<file path="config.mk">
export PLATFORM = sky130hd
export DESIGN_NAME = shot_resolver
export DESIGN_NICKNAME = d
export VERILOG_FILES = /design/src/rtl/shot_resolver.sv
export SDC_FILE = /design/constraint.sdc
export NUM_CORES = 1
export LEC_CHECK = 0
export CORE_MARGIN = 1.5
export CORE_UTILIZATION = 57
export DETAILED_ROUTE_END_ITERATION = 12
export PLACE_DENSITY = 0.83
export SETUP_SLACK_MARGIN = 0.4
export SLEW_MARGIN = 10
export SYNTH_ARGS = -nofsm -noshare
export SYNTH_HDL_FRONTEND = slang
export SYNTH_SLANG_ARGS = --single-unit
</file>
<file path="constraint.sdc">
create_clock -name clk -period 3.4 [get_ports clk]
set_input_delay 0.68 -clock clk [delete_from_list [all_inputs] [get_ports clk]]
set_output_delay 0.68 -clock clk [all_outputs]
set_load 0.03 [all_outputs]
</file>
<file path="src/rtl/shot_resolver.sv">
// shot_resolver: fires one shot per fire edge, flies it FLIGHT_CYCLES clocks, resolves hit/miss against the ship.
// Define SHOT_STREAK_EN to award a +3 bonus on every third consecutive hit.
module shot_resolver #(
  parameter logic [31:0] FLIGHT_CYCLES = 32'd50000000
) (
  input  logic        clk,
  input  logic        rst,
  input  logic [3:0]  ship_state,
  input  logic [3:0]  aim,
  input  logic        fire,
  output logic [15:0] led_shot,
  output logic        hit,
  output logic        miss,
  output logic        bonus,
  output logic [7:0]  score,
  output logic [3:0]  ammo,
  output logic        busy,
  output logic        game_over
);
  typedef enum logic [1:0] {IDLE, FLIGHT, RESOLVE, OVER} state_t;
  state_t state, state_nx;
  logic fire_q, fire_edge, on_target;
  logic [3:0] shot_col;
  logic [31:0] count;
  logic [8:0] gain, sum;
  assign fire_edge = fire & ~fire_q;
  assign on_target = ship_state >= 4'd2 && shot_col >= ship_state - 4'd2 && shot_col <= ship_state;
  assign busy = state == FLIGHT || state == RESOLVE;
  assign game_over = state == OVER;
  assign led_shot = busy ? 16'd1 << shot_col : 16'h0000;
  assign sum = {1'b0, score} + gain;
  always_comb begin
    state_nx = state;
    case (state)
      IDLE:    state_nx = fire_edge && ammo != 4'd0 ? FLIGHT : IDLE;
      FLIGHT:  state_nx = count == FLIGHT_CYCLES - 32'd1 ? RESOLVE : FLIGHT;
      RESOLVE: state_nx = ammo == 4'd0 ? OVER : IDLE;
      default: state_nx = OVER;
    endcase
  end
  always_ff @(posedge clk or negedge rst) begin
    if (!rst) begin
      state <= IDLE;
      fire_q <= 1'b0;
      shot_col <= 4'd0;
      count <= 32'd0;
      ammo <= 4'd15;
      score <= 8'd0;
      hit <= 1'b0;
      miss <= 1'b0;
    end else begin
      state <= state_nx;
      fire_q <= fire;
      hit <= state == RESOLVE && on_target;
      miss <= state == RESOLVE && !on_target;
      if (state == IDLE && state_nx == FLIGHT) begin
        shot_col <= aim;
        ammo <= ammo - 4'd1;
        count <= 32'd0;
      end else if (state == FLIGHT)
        count <= count + 32'd1;
      if (state == RESOLVE && on_target)
        score <= sum[8] ? 8'hff : sum[7:0];
    end
  end
`ifdef SHOT_STREAK_EN
  logic [1:0] streak;
  logic triple;
  assign triple = on_target && streak == 2'd2;
  assign gain = triple ? 9'd3 : 9'd1;
  always_ff @(posedge clk or negedge rst) begin
    if (!rst) begin
      streak <= 2'd0;
      bonus <= 1'b0;
    end else begin
      bonus <= state == RESOLVE && triple;
      if (state == RESOLVE)
        streak <= on_target && !triple ? streak + 2'd1 : 2'd0;
    end
  end
`else
  assign gain = 9'd1;
  assign bonus = 1'b0;
`endif
endmodule

</file>
==> impl_metrics.toml, run 1 <==
[synth]
async_reset_ff_share_pct = 100
yosysMostFrequentCell = "nor2_1"
synth_top_family_by_area = "simple AND/OR/NAND/NOR gates"
yosysTopAreaCell = "dfrtp_1"
synth_xor_area_share_pct = 10.2
synth.yosys.warnings = 0
synth.avg_cell_area_um2 = 9.63
ys_seq_area_share_pct = 44.2
ys_top_cells_by_count = "nor2_1 (51), dfrtp_1 (49), nand2_1 (21), xnor2_1 (21), nand3_1 (19)"
synth_fa_ha_area_share_pct = 6.23
synth-simple-area-share_pct = 26.7
ys_ff_latch = 53
netlist_area_mm2 = 0.00301
synth_area_leaders = "dfrtp_1 (41%), nor2_1 (6.4%), ha_1 (6.2%)"
synth-compound-area-share_pct = 4.52
yosys_most_used_dff = "dfrtp_1"
ys_types = 40
syn_nets = 339
synthMuxAreaShare_pct = 3.61
yosys.area.top_type_share_pct = 40.7
synth_edf_count = 0
syn_inst = 313

[finish]
fillers = 400
drive_above_1_share_pct = 7.80
diodes = 0
syn_to_final_growth_pct = 18.6
seqCellArea_mm2 = 0.00133
fin_nets = 384
utilization_pct = 70.0
final_area_mm2 = 0.00357
multi_input_area_mm2 = 0.00155
instances_no_fill = 429

[global_routing]
grt_antenna_before_repair = 0
grt_pass1_vias = 2365
grt_use_total_pct = 23.8
grt_max_degree = 27
grt_first_pass_wirelength_um = 10400
grt_remaining_overflow = 0

[timing]
hold_viol = 0
setup_viol_count_final = 0
whs_ps = 367
slew_viol_final = 0
skew_ps = 10.6
rsz0062_at_grt = "no"
min_period_over_period_pct = 83.5
min_period_ps = 2840
fmaxAchievable_mhz = 352
worst_pin_slew_ps = 592
relSlewSlack_pct = 60.5
setup_slack_ps = 560
fin_setup_tns_ps = 0

[worst_setup_path]
path_cells = "inv_1 -> ha_1 -> nand3_1 -> nor3_1 -> clkdlybuf4s50_1"
worstSetupPathDepth = 5
r2r_cells = 8
cp_top_family = "buffers and inverters"
slowest_stage = "clkdlybuf4s50_1"
r2r_start = "ammo[0]"
worst-path-buf-inv = 2
cp_max_fo = 5
critPathArrivalTime_ps = 2160
cp.required_ps = 2720
worstSetupPathType = "reg2out"
crit_start = "state[0]"
worstSetupStartpointType = "flop"
critPathMaxStageDelay_ps = 690
worstSetupEndpointType = "output pin"

[place]
dpl_cell_area_mm2 = 0.00349
port_buffers = 42
gp_congestion = 0.776
dp.cells = 421
dp_hpwl_um = 4610
pre_cts_ws_ps = 391

[cts]
clock-sinks = 53
post-cts-setup-buffers = 0
clk_path_buf_depth = 2
insertion_delay_ps = 310
cts_tree = "built"
clk_pin_slew_ps = 90
cts_root_buf = "clkbuf_8"
htreeDepth = 2
cts_buffers = 5

[floorplan]
ios = 44
die-width_um = 75.7
num_rows = 26
start_util_pct = 59.0
coreArea_mm2 = 0.00511
dieArea_mm2 = 0.00573
die_h_um = 75.7

[drt]
vias_per_cell = 5.71
num_vias = 2449
drc = 0
antenna_left = 0
drt-total-wl_um = 6220
wl_per_cell_um = 14.5
dr.pass1.iters = 4
drt_iter0_markers = 148

[job]
cap_violations = 0

[worst_hold_path]
hp-class = "in2async"

[power]
powerDensity_mw_per_mm2 = 284
vdd_drop_max_uv = 159
p_leak_nw = 1.62
total_power_mw = 1.01

[status]
status = "completed"
==> metal layers <==
layer  up-vias  global-route usage (%)  share of wire, %
met5         -                       0                 0
met4         0                    9.33               1.7
met3        14                    5.56               5.2
met2        69                    40.4                50
met1      1192                    29.5                43
li1       1174                       -                 -
==> kinds of logic after synthesis <==
kind of cell | count (synthesis)
flip-flops | 53
multiplexers | 9
AO/OA/AOI/OAI | 18
adder cells (fa/ha/maj) | 15
XOR/XNOR | 35
buffers and inverters | 27
other | 1
AND/OR/NAND/NOR | 155
==> cell usage in the layout, fill, tap and decap left out, types with 4 or more instances in the layout <==
cell             instances
nor2_1                  51
dfrtp_1                 49
clkdlybuf4s50_1         40
nand2_1                 21
xnor2_1                 21
nand3_1                 19
inv_1                   18
ha_1                    15
xor2_1                  14
nor4_1                  12
nand4_1                 11
and3_1                   9
nor3_1                   9
and4_1                   7
clkbuf_8                 5
buf_4                    5
a21oi_1                  4
a41oi_1                  4
dfstp_2                  4
==> flip-flops by register name (all words and copies together), names as in the netlist <==
| signal | flops |
|---|---|
| count | 32 |
| score | 8 |
| ammo | 4 |
| shot_col | 4 |
| state | 2 |
| fire_q | 1 |
| hit | 1 |
| miss | 1 |
==> final timing paths <==
path	end	slack [ps]
min in group clk	ammo[1]	520
max	led_shot[2]	560
min reg2reg	ammo[1]	520
max reg2reg	count[21]	920
max in group asynchronous	ammo[1]	2330
min	count[22]	370
==> repair_timing <==
action / CTS / global route
endpoints found under the setup margin: 0 / 1
gates resized for setup: 0 / 1
endpoints found under the hold margin: 0 / 0
hold buffers: 0 / 0
==> where the power goes <==
group	internal, mW	total, mW	leakage (nW)	switching (mW)
registers	0.631	0.631	0.704	0.000103
clock network	0.143	0.339	0.0450	0.196
logic	0.0186	0.0449	0.874	0.0264
==> cell type report <==
class	instances	share of cell area, %
Multi-Input combinational cell	233	43.3
Sequential cell	53	37.3
Timing Repair Buffer	47	12.7
Tap cell	70	2.45
Clock buffer	6	2.03
Inverter	18	1.89
Clock inverter	2	0.280
No activity file was read; power rests on OpenSTA's default activity.
==> inputs of run 2 (changes only) <==
--- a/config.mk
+++ b/config.mk
@@ -6,9 +6,9 @@
 export NUM_CORES = 1
 export LEC_CHECK = 0
 export CORE_MARGIN = 1.5
-export CORE_UTILIZATION = 57
+export CORE_UTILIZATION = 54
 export DETAILED_ROUTE_END_ITERATION = 12
-export PLACE_DENSITY = 0.83
+export PLACE_DENSITY = 0.79
 export SETUP_SLACK_MARGIN = 0.4
 export SLEW_MARGIN = 10
 export SYNTH_ARGS = -nofsm -noshare
==> constraint.sdc (replaced) <==
create_clock -name clk -period 2.9 [get_ports clk]
set_input_delay 0.58 -clock clk [delete_from_list [all_inputs] [get_ports clk]]
set_output_delay 0.58 -clock clk [all_outputs]
set_load 0.03 [all_outputs]
==> impl_metrics.toml, run 2 (synthesized netlist as in run 1, its figures left out) <==
[timing]
fin_setup_tns_ps = 0
relSlewSlack_pct = 55.7
rsz0062_at_grt = "no"
fmaxAchievable_mhz = 421
setup_slack_ps = 525
setup_viol_count_final = 0
slew_viol_final = 0
min_period_over_period_pct = 81.9
hold_viol = 0
min_period_ps = 2370
skew_ps = 7.12
worst_pin_slew_ps = 665

[power]
vdd_drop_max_uv = 198
combPwrFrac_pct = 4.1
pwr-share-clk_pct = 39.7
power.switching_mw = 0.273
internal-power_mw = 1.04
p_leak_nw = 1.66
seq_power_share_pct = 56.2
powerDensity_mw_per_mm2 = 368
p_sw_share_pct = 20.8

[floorplan]
dieArea_mm2 = 0.00604
num_rows = 27
start_util_pct = 55.4
die_h_um = 77.7
coreArea_mm2 = 0.00544
ios = 44
die-width_um = 77.7

[drt]
antenna_left = 0
wl_per_cell_um = 14.2
drt-total-wl_um = 6150
dr.pass1.iters = 4
drt_iter0_markers = 81
num_vias = 2404
vias_per_cell = 5.56
drc = 0

[job]
cap_violations = 0

[worst_setup_path]
rr_endpoint = "ammo[1]"
cp_max_fo = 5
worstSetupPathType = "reg2out"
r2r_start = "ammo[0]"
worstSetupEndpointType = "output pin"
rrSetupSlack_ps = 570
critPathArrivalTime_ps = 1790
cp.required_ps = 2320
r2r_cells = 8
worstSetupStartpointType = "flop"

[finish]
fillers = 446
reg.largest.list = "count: 32 flops, score: 8 flops"
final_cell_mix = "nor2_1 (51), dfrtp_1 (49), clkdlybuf4s50_1 (22)"
largest-register = "count"
drive_above_1_share_pct = 13.3
fin_nets = 385
mostFrequentLayoutCell = "nor2_1"
diodes = 0
syn_to_final_growth_pct = 18.7
largest_register_ffs = 32

[global_routing]
grt_max_degree = 54
grt_first_pass_wirelength_um = 10400
grt_remaining_overflow = 0
grt_use_total_pct = 21.6
grt_pass1_vias = 2228
grt_antenna_before_repair = 0

[cts]
clk_pin_slew_ps = 90
cts_root_buf = "clkbuf_8"
hold_buffers = 0
cts_tree = "built"
clock-sinks = 53
clk_path_buf_depth = 2
cts_buffers = 5
htreeDepth = 2
insertion_delay_ps = 310

[status]
status = "completed"

[worst_hold_path]
hp-class = "in2async"

[place]
gp_congestion = 0.799
dp_hpwl_um = 4220
port_buffers = 42
pre_cts_ws_ps = 15.7
## run 2: cell count changes in the layout (fill, tap and decap cells not counted), sizes merged
cell	before	now
clkdlybuf4s50	40	22
buf	6	7
dlymetal6s2s	1	2
clkinv	2	0
clkinvlp	0	1
bufinv	0	1
dlygate4sd2	0	2
clkbuf	6	21
## run 2: routing by layer
layer	vias up	wire, µm	track usage [%]
li1	1183	-	-
met1	1157	2880	28.8
met2	57	2950	35.7
met3	7	253	4.12
met4	0	74	6.55
met5	-	0	0
## run 2: worst max-delay path, cell delays in order, from the launching register on
cell and delay [ps]:
dfrtp_1 380, inv_1 80, ha_1 350, nand3_1 160
nor2_1 110, dlygate4sd2_1 400
## run 2: how the worst max path moves through the flow
stage	startpoint	to	slack (ps)	cells past startpoint
floorplan	state[0]	led_shot[0]	560	4
global placement	ship_state[1]	score[4]	90	10
detailed placement	ship_state[1]	score[2]	20	11
CTS	ship_state[2]	score[4]	400	11
global route	state[1]	led_shot[13]	410	5
finish	state[0]	led_shot[13]	530	5
## run 2: power groups by stage
stage	Combinational, mW	Clock, mW	Sequential [mW]
floorplan	0.0182	0	0.754
global placement	0.0500	0	0.754
detailed placement	0.0510	0	0.754
CTS	0.0553	0.537	0.740
global route	0.0609	0.568	0.740
finish	0.0539	0.523	0.739
## run 2: timing repair
item,CTS,global route
resized for setup,21,38
endpoints found under the hold margin,0,0
setup endpoints to repair,18,24
buffers inserted,3,0
pin swaps,1,1
## run 2: stage by stage
stage / instances / area (µm²) / utilization, % / hold WS (ps) / total power [mW]
finish: 432 / 3580 / 65.8 / 367 / 1.32
global route: 432 / 3580 / 65.8 / 428 / 1.37
CTS: 432 / 3620 / 66.6 / 402 / 1.33
detailed placement: 421 / 3490 / 64.1 / 509 / 0.805
global placement: 421 / 3490 / 64.1 / 488 / 0.804
floorplan: 313 / 3010 / - / 284 / 0.772
## run 2: layout make-up
type / count / area [µm²] / share of cell area [%]
multi-input combinational: 233 / 1570 / 43.7
sequential: 53 / 1330 / 37.2
timing repair buffer: 48 / 404 / 11.3
tap: 72 / 90.1 / 2.52
clock buffer: 6 / 82.6 / 2.31
inverter: 18 / 67.6 / 1.89
clock inverter: 2 / 37.5 / 1.05
